<file path="src/rtl/qround_pipe.sv">
// qround_pipe: drops NBITS LSBs from a valid/ready stream using truncate,
// round-half-up or round-half-even rounding. Overflow saturates, the output
// is optionally compacted to DIN-NBITS bits, and a 2-entry skid buffer keeps
// din_ready registered so there is no combinational path from dout_ready.
// Optional feature macro: QROUND_SAT_CNT_EN adds a sticky 16-bit count of
// saturated output beats with a synchronous clear input.
module qround_pipe #(
    parameter int DIN    = 16,
    parameter int NBITS  = 4,
    parameter int SIGNED = 1,
    parameter int MODE   = 0,
    parameter int SHIFT  = 0,
    localparam int OW    = (SHIFT != 0) ? (DIN - NBITS) : DIN
) (
    input  logic          clk,
    input  logic          rst,
    input  logic          din_valid,
    output logic          din_ready,
    input  logic [DIN-1:0] din_data,
    output logic          dout_valid,
    input  logic          dout_ready,
    output logic [OW-1:0] dout_data,
    output logic          dout_sat
`ifdef QROUND_SAT_CNT_EN
    ,
    input  logic          sat_cnt_clr,
    output logic [15:0]   sat_cnt
`endif
);

    localparam int KW = DIN - NBITS;
    localparam logic [KW-1:0] SMAX = {KW{1'b1}} >> 1;

    typedef enum logic [1:0] {
        EMPTY = 2'd0,
        ONE   = 2'd1,
        FULL  = 2'd2
    } skid_state_t;

    logic [KW-1:0] k;
    logic          g;
    logic          s;
    logic          inc;
    logic [KW:0]   r_wide;
    logic          ovf;
    logic [KW-1:0] sat_val;
    logic [KW-1:0] r_fin;
    logic [OW-1:0] round_data;

    skid_state_t   state_q;
    skid_state_t   state_d;
    logic          din_ready_q;
    logic          dout_valid_q;
    logic [OW-1:0] out_data_q;
    logic          out_sat_q;
    logic [OW-1:0] skid_data_q;
    logic          skid_sat_q;
    logic          in_fire;
    logic          out_fire;
    logic          load_out;
    logic          load_skid;
    logic          out_from_skid;

    // Split the sample into kept part K, guard bit G and sticky bit S.
    if (NBITS == 0) begin : g_nodrop
        assign k = din_data;
        assign g = 1'b0;
        assign s = 1'b0;
    end else if (NBITS == 1) begin : g_drop1
        assign k = din_data[DIN-1:1];
        assign g = din_data[0];
        assign s = 1'b0;
    end else begin : g_dropn
        assign k = din_data[DIN-1:NBITS];
        assign g = din_data[NBITS-1];
        assign s = |din_data[NBITS-2:0];
    end

    // Round K one bit wider than itself, then clamp to the K range on overflow.
    always_comb begin
        inc     = 1'b0;
        r_wide  = '0;
        ovf     = 1'b0;
        sat_val = '1;
        case (MODE)
            0:       inc = 1'b0;
            1:       inc = g;
            default: inc = g & (s | k[0]);
        endcase
        if (SIGNED != 0) begin
            r_wide  = {k[KW-1], k} + {{KW{1'b0}}, inc};
            ovf     = r_wide[KW] ^ r_wide[KW-1];
            sat_val = SMAX;
        end else begin
            r_wide  = {1'b0, k} + {{KW{1'b0}}, inc};
            ovf     = r_wide[KW];
            sat_val = '1;
        end
        r_fin = ovf ? sat_val : r_wide[KW-1:0];
    end

    if (SHIFT != 0) begin : g_shift
        assign round_data = r_fin;
    end else begin : g_noshift
        logic [DIN-1:0] full;

        // Re-insert zero LSBs so the output keeps the input's scaling.
        always_comb begin
            full              = '0;
            full[DIN-1:NBITS] = r_fin;
        end

        assign round_data = full;
    end

    assign in_fire  = din_valid & din_ready_q;
    assign out_fire = dout_valid_q & dout_ready;

    // Skid next-state and register load selects; ready/valid follow the next state.
    always_comb begin
        state_d       = state_q;
        load_out      = 1'b0;
        load_skid     = 1'b0;
        out_from_skid = 1'b0;
        case (state_q)
            EMPTY: begin
                if (in_fire) begin
                    load_out = 1'b1;
                    state_d  = ONE;
                end
            end
            ONE: begin
                if (in_fire && out_fire) begin
                    load_out = 1'b1;
                end else if (in_fire) begin
                    load_skid = 1'b1;
                    state_d   = FULL;
                end else if (out_fire) begin
                    state_d = EMPTY;
                end
            end
            FULL: begin
                if (out_fire) begin
                    out_from_skid = 1'b1;
                    state_d       = ONE;
                end
            end
            default: state_d = EMPTY;
        endcase
    end

    // State, handshake flags and the two data registers, all cleared by reset.
    always_ff @(posedge clk) begin
        if (!rst) begin
            state_q      <= EMPTY;
            din_ready_q  <= 1'b1;
            dout_valid_q <= 1'b0;
            out_data_q   <= '0;
            out_sat_q    <= 1'b0;
            skid_data_q  <= '0;
            skid_sat_q   <= 1'b0;
        end else begin
            state_q      <= state_d;
            din_ready_q  <= (state_d != FULL);
            dout_valid_q <= (state_d != EMPTY);
            if (load_out) begin
                out_data_q <= round_data;
                out_sat_q  <= ovf;
            end else if (out_from_skid) begin
                out_data_q <= skid_data_q;
                out_sat_q  <= skid_sat_q;
            end
            if (load_skid) begin
                skid_data_q <= round_data;
                skid_sat_q  <= ovf;
            end
        end
    end

    assign din_ready  = din_ready_q;
    assign dout_valid = dout_valid_q;
    assign dout_data  = out_data_q;
    assign dout_sat   = out_sat_q;

`ifdef QROUND_SAT_CNT_EN
    logic [15:0] sat_cnt_q;

    // Sticky count of saturated beats taken downstream; clear beats increment.
    always_ff @(posedge clk) begin
        if (!rst) begin
            sat_cnt_q <= '0;
        end else if (sat_cnt_clr) begin
            sat_cnt_q <= '0;
        end else if (out_fire && out_sat_q && (sat_cnt_q != 16'hFFFF)) begin
            sat_cnt_q <= sat_cnt_q + 16'd1;
        end
    end

    assign sat_cnt = sat_cnt_q;
`endif

endmodule

</file>
<file path="config.mk">
export PLATFORM = sky130hd
export DESIGN_NAME = qround_pipe
export DESIGN_NICKNAME = d
export VERILOG_FILES = /design/src/rtl/qround_pipe.sv
export SDC_FILE = /design/constraint.sdc
export NUM_CORES = 1
export LEC_CHECK = 0
export BUFFER_PORTS_ARGS = -buffer_cell sky130_fd_sc_hd__buf_2
export CORE_UTILIZATION = 53
export CTS_CLUSTER_DIAMETER = 100
export DETAILED_ROUTE_END_ITERATION = 12
export PLACE_DENSITY = 0.82
export SYNTH_ARGS = -nofsm -noshare
export SYNTH_HDL_FRONTEND = slang
export SYNTH_SLANG_ARGS = --single-unit
</file>
<file path="constraint.sdc">
create_clock -name clk -period 3.95 [get_ports clk]
set_clock_uncertainty 0.15 [all_clocks]
set_input_delay 0.1975 -clock clk [delete_from_list [all_inputs] [get_ports clk]]
set_output_delay 0.1975 -clock clk [all_outputs]
set_load 0.05 [all_outputs]
</file>
==> results of run 1 <==
[final timing paths]
kind | from | endpoint | slack, ns | cells after the start
max | state_q[0] | skid_data_q[7] | 2.00 | 3
max reg2reg | state_q[0] | skid_data_q[7] | 2.00 | 3
min | dout_ready | din_ready | 0.07 | 3
min reg2reg | skid_data_q[12] | skid_data_q[12] | 0.32 | 2
[state kept, by name (all words and copies together), names as in the netlist]
signal       flops
dout_data       12
din_ready        1
state_q          2
dout_valid       1
skid_data_q     12
[logic make-up after synthesis]
kind of cell | Yosys count
and+or+nand+nor | 60
AOI/OAI and AO/OA | 27
muxes | 13
other | 1
DFF | 28
buffers and inverters | 16
[metrics by stage]
stage	util	cell area, sq um	total power [mW]	setup WS (ns)	cells
2_1_floorplan	-	1290	0.476	2.33	149
3_3_place_gp	0.613	1370	0.503	2.13	191
3_5_place_dp	0.613	1370	0.508	2.04	191
4_1_cts	0.691	1540	0.704	2.00	207
5_1_grt	0.691	1540	0.727	1.88	207
6_report	0.691	1540	0.698	2.00	207
[repair_timing]
| action | CTS | global route |
|---|---|---|
| hold buffers | 12 | 0 |
| buffers inserted | 0 | 0 |
| endpoints found under the hold margin | 12 | 0 |
[critical path, stage by stage (launching register included)]
cell	delay [ns]
dfxtp_1	0.48
a21boi_4	0.48
nor2b_4	0.53
mux2i_1	0.25
[cells in the final DEF, fill, tap and decap left out, types with 2 or more instances in the layout]
cell type,count
clkbuf_4,3
nand2_1,50
and3_1,2
buf_2,29
dlygate4sd3_1,12
dfxtp_1,28
mux2i_1,13
o31ai_1,12
conb_1,5
a31oi_1,12
[area by class of cell]
class / instances / share of cell area
clock buffer: 3 / 0.0146
clock inverter: 1 / 0.0195
inverter: 1 / 0.00243
multi-input combinational: 105 / 0.406
sequential: 28 / 0.363
tap: 28 / 0.0227
timing repair buffer: 41 / 0.172
[synthesized netlist by cell type]
master	instances	area, sq um
nand4b_1	1	8.76
nand2_1	50	188
buf_4	5	37.5
o31ai_1	12	90.1
mux2i_1	13	130
buf_12	1	20.0
nand3b_4	1	20.0
nand4_1	1	6.26
a21boi_4	1	18.8
o21ai_0	1	5.00
conb_1	1	3.75
and3_1	2	12.5
buf_1	1	3.75
and4b_1	1	10.0
a211o_1	1	8.76
a31oi_1	12	75.1
inv_1	1	3.75
buf_2	4	20.0
or2_1	1	6.26
nor2b_4	1	13.8
nand3_1	1	5.00
dfxtp_1	28	561
clkbuf_1	4	15.0
and4_1	1	8.76
[per-layer routing]
layer	up-vias	track usage	wire (microns)
met5	-	0	0
met4	0	0.0926	33
met3	4	0.0298	86
met2	30	0.423	1430
met1	516	0.269	1190
li1	560	-	-
[power by group]
part,switching (mW),leakage [nW],internal [mW],total (mW)
clock network,0.0842,0.0279,0.103,0.187
logic,0.130,0.379,0.0562,0.186
registers,0.0170,0.230,0.309,0.326
total,0.231,0.636,0.467,0.698
==> impl_metrics.yaml, run 1 <==
status:
  status: "finished, final reports clean"
final_layout:
  seqCellArea_sq_um: 561
  layout-area-overhead-vs-synth_pct: 21.4
  diodes: 0
  net_count_final: 200
  multi_input_comb_area_sq_um: 626
  fillers: 190
  drive_gt1_frac: 0.201
synth:
  muxShareOfSynthArea: 0.102
  postSynthAreaPerCell_sq_um: 8.77
  synth.yosys.warnings: 0
  ys_types: 24
  yosys_register_bits: 28
  yosys.area_share.simple: 0.219
  fraction_of_the_mapped_netlist_area_in_adder_cells: 0
  synthXorXnorAreaFrac: 0
  synth_area_sq_um: 1270
  synthesized_area_fraction_occupied_by_ao_oa_aoi_and_oai_cells: 0.156
  synthesis.instances: 145
  synth_sequential_area_ratio: 0.441
  synth_top_family_by_area: "simple AND/OR/NAND/NOR gates"
routing:
  route.vias.total: 1110
  route.detailed.vias_per_inst: 5.36
  drc_errors: 0
  avgRoutedWirePerCell_microns: 13.2
  drt_first_iter_violations: 29
  wirelength_microns: 2730
  detailedRoute.firstPassIterationCount: 4
  drt.antenna.violating_nets: 0
flow_run:
  max-cap-violations: 0
cts:
  clkSinkCount: 28
  cts.root.buffer_cell: "clkbuf_4"
  path_clk_slew_ns: 0.15
  tritoncts: "yes"
  clock_latency_ns: 0.32
  ctsLongestPathBuffers: 2
  tritoncts.num_buffers: 3
  cts_htree_levels: 1
  cts_resized: 0
placement:
  dpl_hpwl_microns: 1750
  place_congestion: 0.725
  buffer_ports.inserted: 29
die:
  coreArea_sq_um: 2230
  start_util: 0.569
  chipWidth_microns: 51.0
  area_of_the_die_sq_um: 2600
  design.portCount: 39
  std_cell_rows: 17
  fp.dieH_microns: 51.0
sta:
  timing.fmax_ghz: 0.512
  fin_hold_ws_ns: 0.0733
  setup_repair_after_global_routing_missed_its_margin: "no"
  max_slew_violations: 0
  timing_hold_violations_final: 0
  period_minus_slack_ns: 1.95
  timing.final.setup_violations: 0
  worst_slew_pin_slew_ns: 0.608
  totalNegativeSetupSlack_ns: 0
  timing.max_slew.rel_slack: 0.592
  fin_crit_sh: 0.495
global_route:
  vias_in_the_first_global_route: 1014
  grt_start_max_net_pins: 41
  grt_usage: 0.232
  grt_pass1_wl_microns: 4420
  grt-ovfl-total: 0
  antenna_found_initial: 0
power:
  vdd.ir_drop.worst_uv: 300
  cellLeakagePower_nw: 0.636
  power_density_nw_per_um2: 453
critical_path:
  end_kind: "flop"
  crit_type: "flop to flop"
  timing.critical_path.required_ns: 4.06
  timing.critical_path.fanout_max: 15
  crit_path_start_kind: "flop"
  critPathArrivalTime_ns: 2.06
min_path:
  hold_path_class: "primary input to flop"
Power figures use the tool's default switching activity.
==> run 2, diff against run 1 <==
--- a/config.mk
+++ b/config.mk
@@ -6,10 +6,10 @@
 export NUM_CORES = 1
 export LEC_CHECK = 0
 export BUFFER_PORTS_ARGS = -buffer_cell sky130_fd_sc_hd__buf_2
-export CORE_UTILIZATION = 53
+export CORE_UTILIZATION = 50
 export CTS_CLUSTER_DIAMETER = 100
 export DETAILED_ROUTE_END_ITERATION = 12
-export PLACE_DENSITY = 0.82
+export PLACE_DENSITY = 0.78
 export SYNTH_ARGS = -nofsm -noshare
 export SYNTH_HDL_FRONTEND = slang
 export SYNTH_SLANG_ARGS = --single-unit
==> constraint.sdc (replaced) <==
create_clock -name clk -period 2 [get_ports clk]
set_clock_uncertainty 0.15 [all_clocks]
set_input_delay 0.1 -clock clk [delete_from_list [all_inputs] [get_ports clk]]
set_output_delay 0.1 -clock clk [all_outputs]
set_load 0.05 [all_outputs]
==> impl_metrics.yaml, run 2 (synthesis gave the netlist of run 1 again) <==
status:
  status: "finished, final reports clean"
power:
  p_int_mw: 0.837
  sw_frac_of_total: 0.351
  total_design_power_mw: 1.29
  cellLeakagePower_nw: 0.643
  vdd.ir_drop.worst_uv: 502
  power.share.sequential: 0.500
  power_density_nw_per_um2: 831
  combPwrFrac: 0.288
  power_switching_mw: 0.453
  power.share.clock: 0.212
cts:
  cts-hold-fix-buffers: 13
  cts_htree_levels: 1
  path_clk_slew_ns: 0.14
  cts.root.buffer_cell: "clkbuf_4"
  tritoncts: "yes"
  tritoncts.num_buffers: 3
  clkSinkCount: 28
  ctsLongestPathBuffers: 2
  post_cts.repair.setup_buffers: 0
  cts_resized: 0
  clock_latency_ns: 0.32
die:
  coreArea_sq_um: 2300
  fp.dieH_microns: 52.4
  design.portCount: 39
  std_cell_rows: 17
  area_of_the_die_sq_um: 2750
  start_util: 0.553
  chipWidth_microns: 52.4
global_route:
  grt_usage: 0.222
  grt_pass1_wl_microns: 4570
  vias_in_the_first_global_route: 1080
  grt_start_max_net_pins: 41
  antenna_found_initial: 0
  grt-ovfl-total: 0
sta:
  fin_hold_ws_ns: 0.0512
  setup_repair_after_global_routing_missed_its_margin: "no"
  timing.fmax_ghz: 0.568
  timing.max_slew.rel_slack: 0.585
  max_slew_violations: 0
  timing_hold_violations_final: 0
  worst_slew_pin_slew_ns: 0.623
  timing.final.setup_violations: 0
  period_minus_slack_ns: 1.76
  totalNegativeSetupSlack_ns: 0
  fin_crit_sh: 0.881
min_path:
  hold_path_depth: 3
  hold_path_class: "primary input to flop"
  worstHoldStart: "din_valid"
routing:
  drc_errors: 0
  avgRoutedWirePerCell_microns: 12.7
  drt_first_iter_violations: 34
  wirelength_microns: 2670
  detailedRoute.firstPassIterationCount: 4
  route.detailed.vias_per_inst: 5.33
  drt.antenna.violating_nets: 0
  route.vias.total: 1119
critical_path:
  crit_path_start_kind: "flop"
  worst_setup_path_startpoint: "state_q[0]"
  end_kind: "flop"
  timing.critical_path.required_ns: 2.11
  crit_type: "flop to flop"
  r2r_cells: 3
  critPathArrivalTime_ns: 1.87
  setup.reg_to_reg.worst_slack_ns: 0.24
  worst_r2r_startpoint: "state_q[0]"
  timing.critical_path.fanout_max: 12
placement:
  place_congestion: 0.694
  dpl_hpwl_microns: 1780
  buffer_ports.inserted: 29
final_layout:
  net_count_final: 203
  drive_gt1_frac: 0.209
  layout_commonest_cell: "nand2_1"
  finalCoreUtilization: 0.675
  layout-area-overhead-vs-synth_pct: 22.0
  layout_common_cells: "nand2_1 (50), buf_2 (29), dfxtp_1 (28)"
  diodes: 0
  fillers: 188
flow_run:
  max-cap-violations: 0
run 2: cell types whose count changed in the layout (fill, tap and decap cells not counted):
cell           delta
bufinv_16         -1
clkbuf_8          +1
dlygate4sd3_1     +1
buf_4             +2
run 2: through the flow:
step / instances / area [sq um] / setup slack [ns]
final: 210 / 1550 / 0.239
after global routing: 210 / 1550 / 0.116
after CTS: 210 / 1550 / 0.236
after detailed placement: 193 / 1390 / 0.263
after global placement: 193 / 1390 / 0.309
after floorplan: 149 / 1290 / 0.380
run 2: layer usage:
| metal | global-route usage | share of wire | vias to the layer above |
|---|---|---|---|
| met5 | 0 | 0 | - |
| met4 | 0.0877 | 0.012 | 0 |
| met3 | 0.0261 | 0.046 | 4 |
| met2 | 0.397 | 0.47 | 34 |
| met1 | 0.267 | 0.47 | 510 |
| li1 | - | - | 571 |
run 2: worst max-delay path, stage by stage (launching register included):
cell and delay (ns):
dfxtp_1 0.47, a21boi_4 0.34, nor2b_4 0.50, mux2i_1 0.24
run 2: cell type report:
cell class	instances	area (sq um)	area share
clock buffer	4	36.3	0.0234
timing repair buffer	44	290	0.187
inverter	1	3.75	0.00242
sequential	28	561	0.361
tap	28	35.0	0.0226
multi-input combinational	105	626	0.403
run 2: power by group through the flow:
stage	clock (mW)	sequential (mW)	combinational, mW
final	0.273	0.644	0.372
after global routing	0.299	0.650	0.401
after CTS	0.284	0.645	0.373
after detailed placement	0	0.657	0.353
after global placement	0	0.653	0.346
after floorplan	0	0.771	0.168
run 2: worst paths after layout:
check                          to
setup / recovery   skid_data_q[7]
hold / removal         state_q[0]
hold reg to reg   skid_data_q[10]
setup reg to reg   skid_data_q[7]
==> run 3, diff against run 2 <==
--- a/config.mk
+++ b/config.mk
@@ -5,7 +5,8 @@
 export SDC_FILE = /design/constraint.sdc
 export NUM_CORES = 1
 export LEC_CHECK = 0
-export BUFFER_PORTS_ARGS = -buffer_cell sky130_fd_sc_hd__buf_2
+export BUFFER_PORTS_ARGS = -buffer_cell sky130_fd_sc_hd__buf_4
+export CAP_MARGIN = 20
 export CORE_UTILIZATION = 50
 export CTS_CLUSTER_DIAMETER = 100
 export DETAILED_ROUTE_END_ITERATION = 12
==> impl_metrics.yaml, run 3 (synthesis gave the netlist of run 1 again) <==
sta:
  period_minus_slack_ns: 1.79
  max_slew_violations: 0
  timing.fmax_ghz: 0.558
  fin_crit_sh: 0.896
  fin_hold_ws_ns: 0.0301
  totalNegativeSetupSlack_ns: 0
  setup_repair_after_global_routing_missed_its_margin: "no"
  setup_ws_ns: 0.208
  timing.final.setup_violations: 0
  timing_hold_violations_final: 0
die:
  design.portCount: 39
  fp.dieH_microns: 52.4
  coreArea_sq_um: 2300
  area_of_the_die_sq_um: 2750
  start_util: 0.553
  chipWidth_microns: 52.4
  std_cell_rows: 17
global_route:
  antenna_found_initial: 0
  grt_usage: 0.219
  vias_in_the_first_global_route: 1038
  grt_start_max_net_pins: 41
  grt_pass1_wl_microns: 4420
  grt-ovfl-total: 0
final_layout:
  layout-area-overhead-vs-synth_pct: 27.5
  net_count_final: 204
  drive_gt1_frac: 0.203
  diodes: 0
  layout_common_cells: "nand2_1 (50), buf_4 (31), dfxtp_1 (28)"
  layout_commonest_cell: "nand2_1"
  finalCoreUtilization: 0.705
cts:
  post_cts.repair.setup_buffers: 0
  tritoncts.num_buffers: 3
  tritoncts: "yes"
  clkSinkCount: 28
  cts.root.buffer_cell: "clkbuf_4"
  cts-hold-fix-buffers: 14
  ctsLongestPathBuffers: 2
  cts_htree_levels: 1
  cts_resized: 0
  path_clk_slew_ns: 0.14
  clock_latency_ns: 0.31
routing:
  drt.antenna.violating_nets: 0
  drt_first_iter_violations: 27
  detailedRoute.firstPassIterationCount: 4
  route.detailed.vias_per_inst: 5.28
  avgRoutedWirePerCell_microns: 13.1
  wirelength_microns: 2750
  route.vias.total: 1108
  drc_errors: 0
power:
  total_design_power_mw: 1.27
  power_density_nw_per_um2: 781
  vdd.ir_drop.worst_uv: 472
  cellLeakagePower_nw: 0.658
critical_path:
  crit_path_top_delay_cell: "nor2b_4"
  crit_path_start_kind: "flop"
  timing.critical_path.fanout_max: 12
  end_kind: "flop"
  critPathArrivalTime_ns: 1.89
  crit_type: "flop to flop"
  path_cells: "a21boi_4, nor2b_4, mux2i_1"
  timing.critical_path.required_ns: 2.10
  slowest_delay_ns: 0.51
placement:
  buffer_ports.inserted: 29
  dpl_hpwl_microns: 1760
  detailedPlace.worstSlack_ns: 0.234
  place_congestion: 0.684
flow_run:
  max-cap-violations: 0
status:
  status: "finished, final reports clean"
min_path:
  hold_path_class: "primary input to flop"
run 3: cell types whose count changed in the layout (fill, tap and decap cells not counted):
cell | previous run | this run
buf_2 | 29 | 0
buf_4 | 2 | 31
clkbuf_8 | 1 | 0
dlygate4sd3_1 | 13 | 14
run 3: path summary, 6_finish.rpt:
path                   from              end  slack [ns]  cells past startpoint
min               din_valid       dout_valid        0.03                      3
max              state_q[0]  skid_data_q[12]        0.21                      3
min reg2reg  skid_data_q[5]   skid_data_q[5]        0.32                      2
max reg2reg      state_q[0]  skid_data_q[12]        0.21                      3
run 3: metal layers:
metal | routed length [microns] | track usage | share of wire | vias up
li1 | - | - | - | 572
met1 | 1190 | 0.252 | 0.43 | 507
met2 | 1440 | 0.409 | 0.52 | 27
met3 | 98 | 0.0261 | 0.036 | 2
met4 | 17 | 0.0702 | 0.0062 | 0
met5 | 0 | 0 | 0 | -
run 3: through the flow:
stage	cell area (sq um)	std cells
floorplan	1290	149
global placement	1460	193
detailed placement	1460	193
CTS	1620	210
global route	1620	210
finish	1620	210
run 3: critical path: cells and delay by family, from the launching register on:
kind	cells	cell delay [ns]
AND/OR/NAND/NOR	1	0.51
flip-flops	1	0.46
AO/OA/AOI/OAI	1	0.35
multiplexers	1	0.26
run 3: final cells by class:
| class | count | area (sq um) |
|---|---|---|
| fillers | 184 | 677 |
| multi-input cells | 105 | 626 |
| flip-flops and latches | 28 | 561 |
| repair buffers | 45 | 373 |
| well taps | 28 | 35.0 |
| clock buffers | 3 | 22.5 |
| inverters | 1 | 3.75 |
run 3: report_power, final:
part	switching [mW]	internal [mW]
clock	0.147	0.0703
sequential	0.0351	0.610
combinational	0.259	0.145
total	0.441	0.825
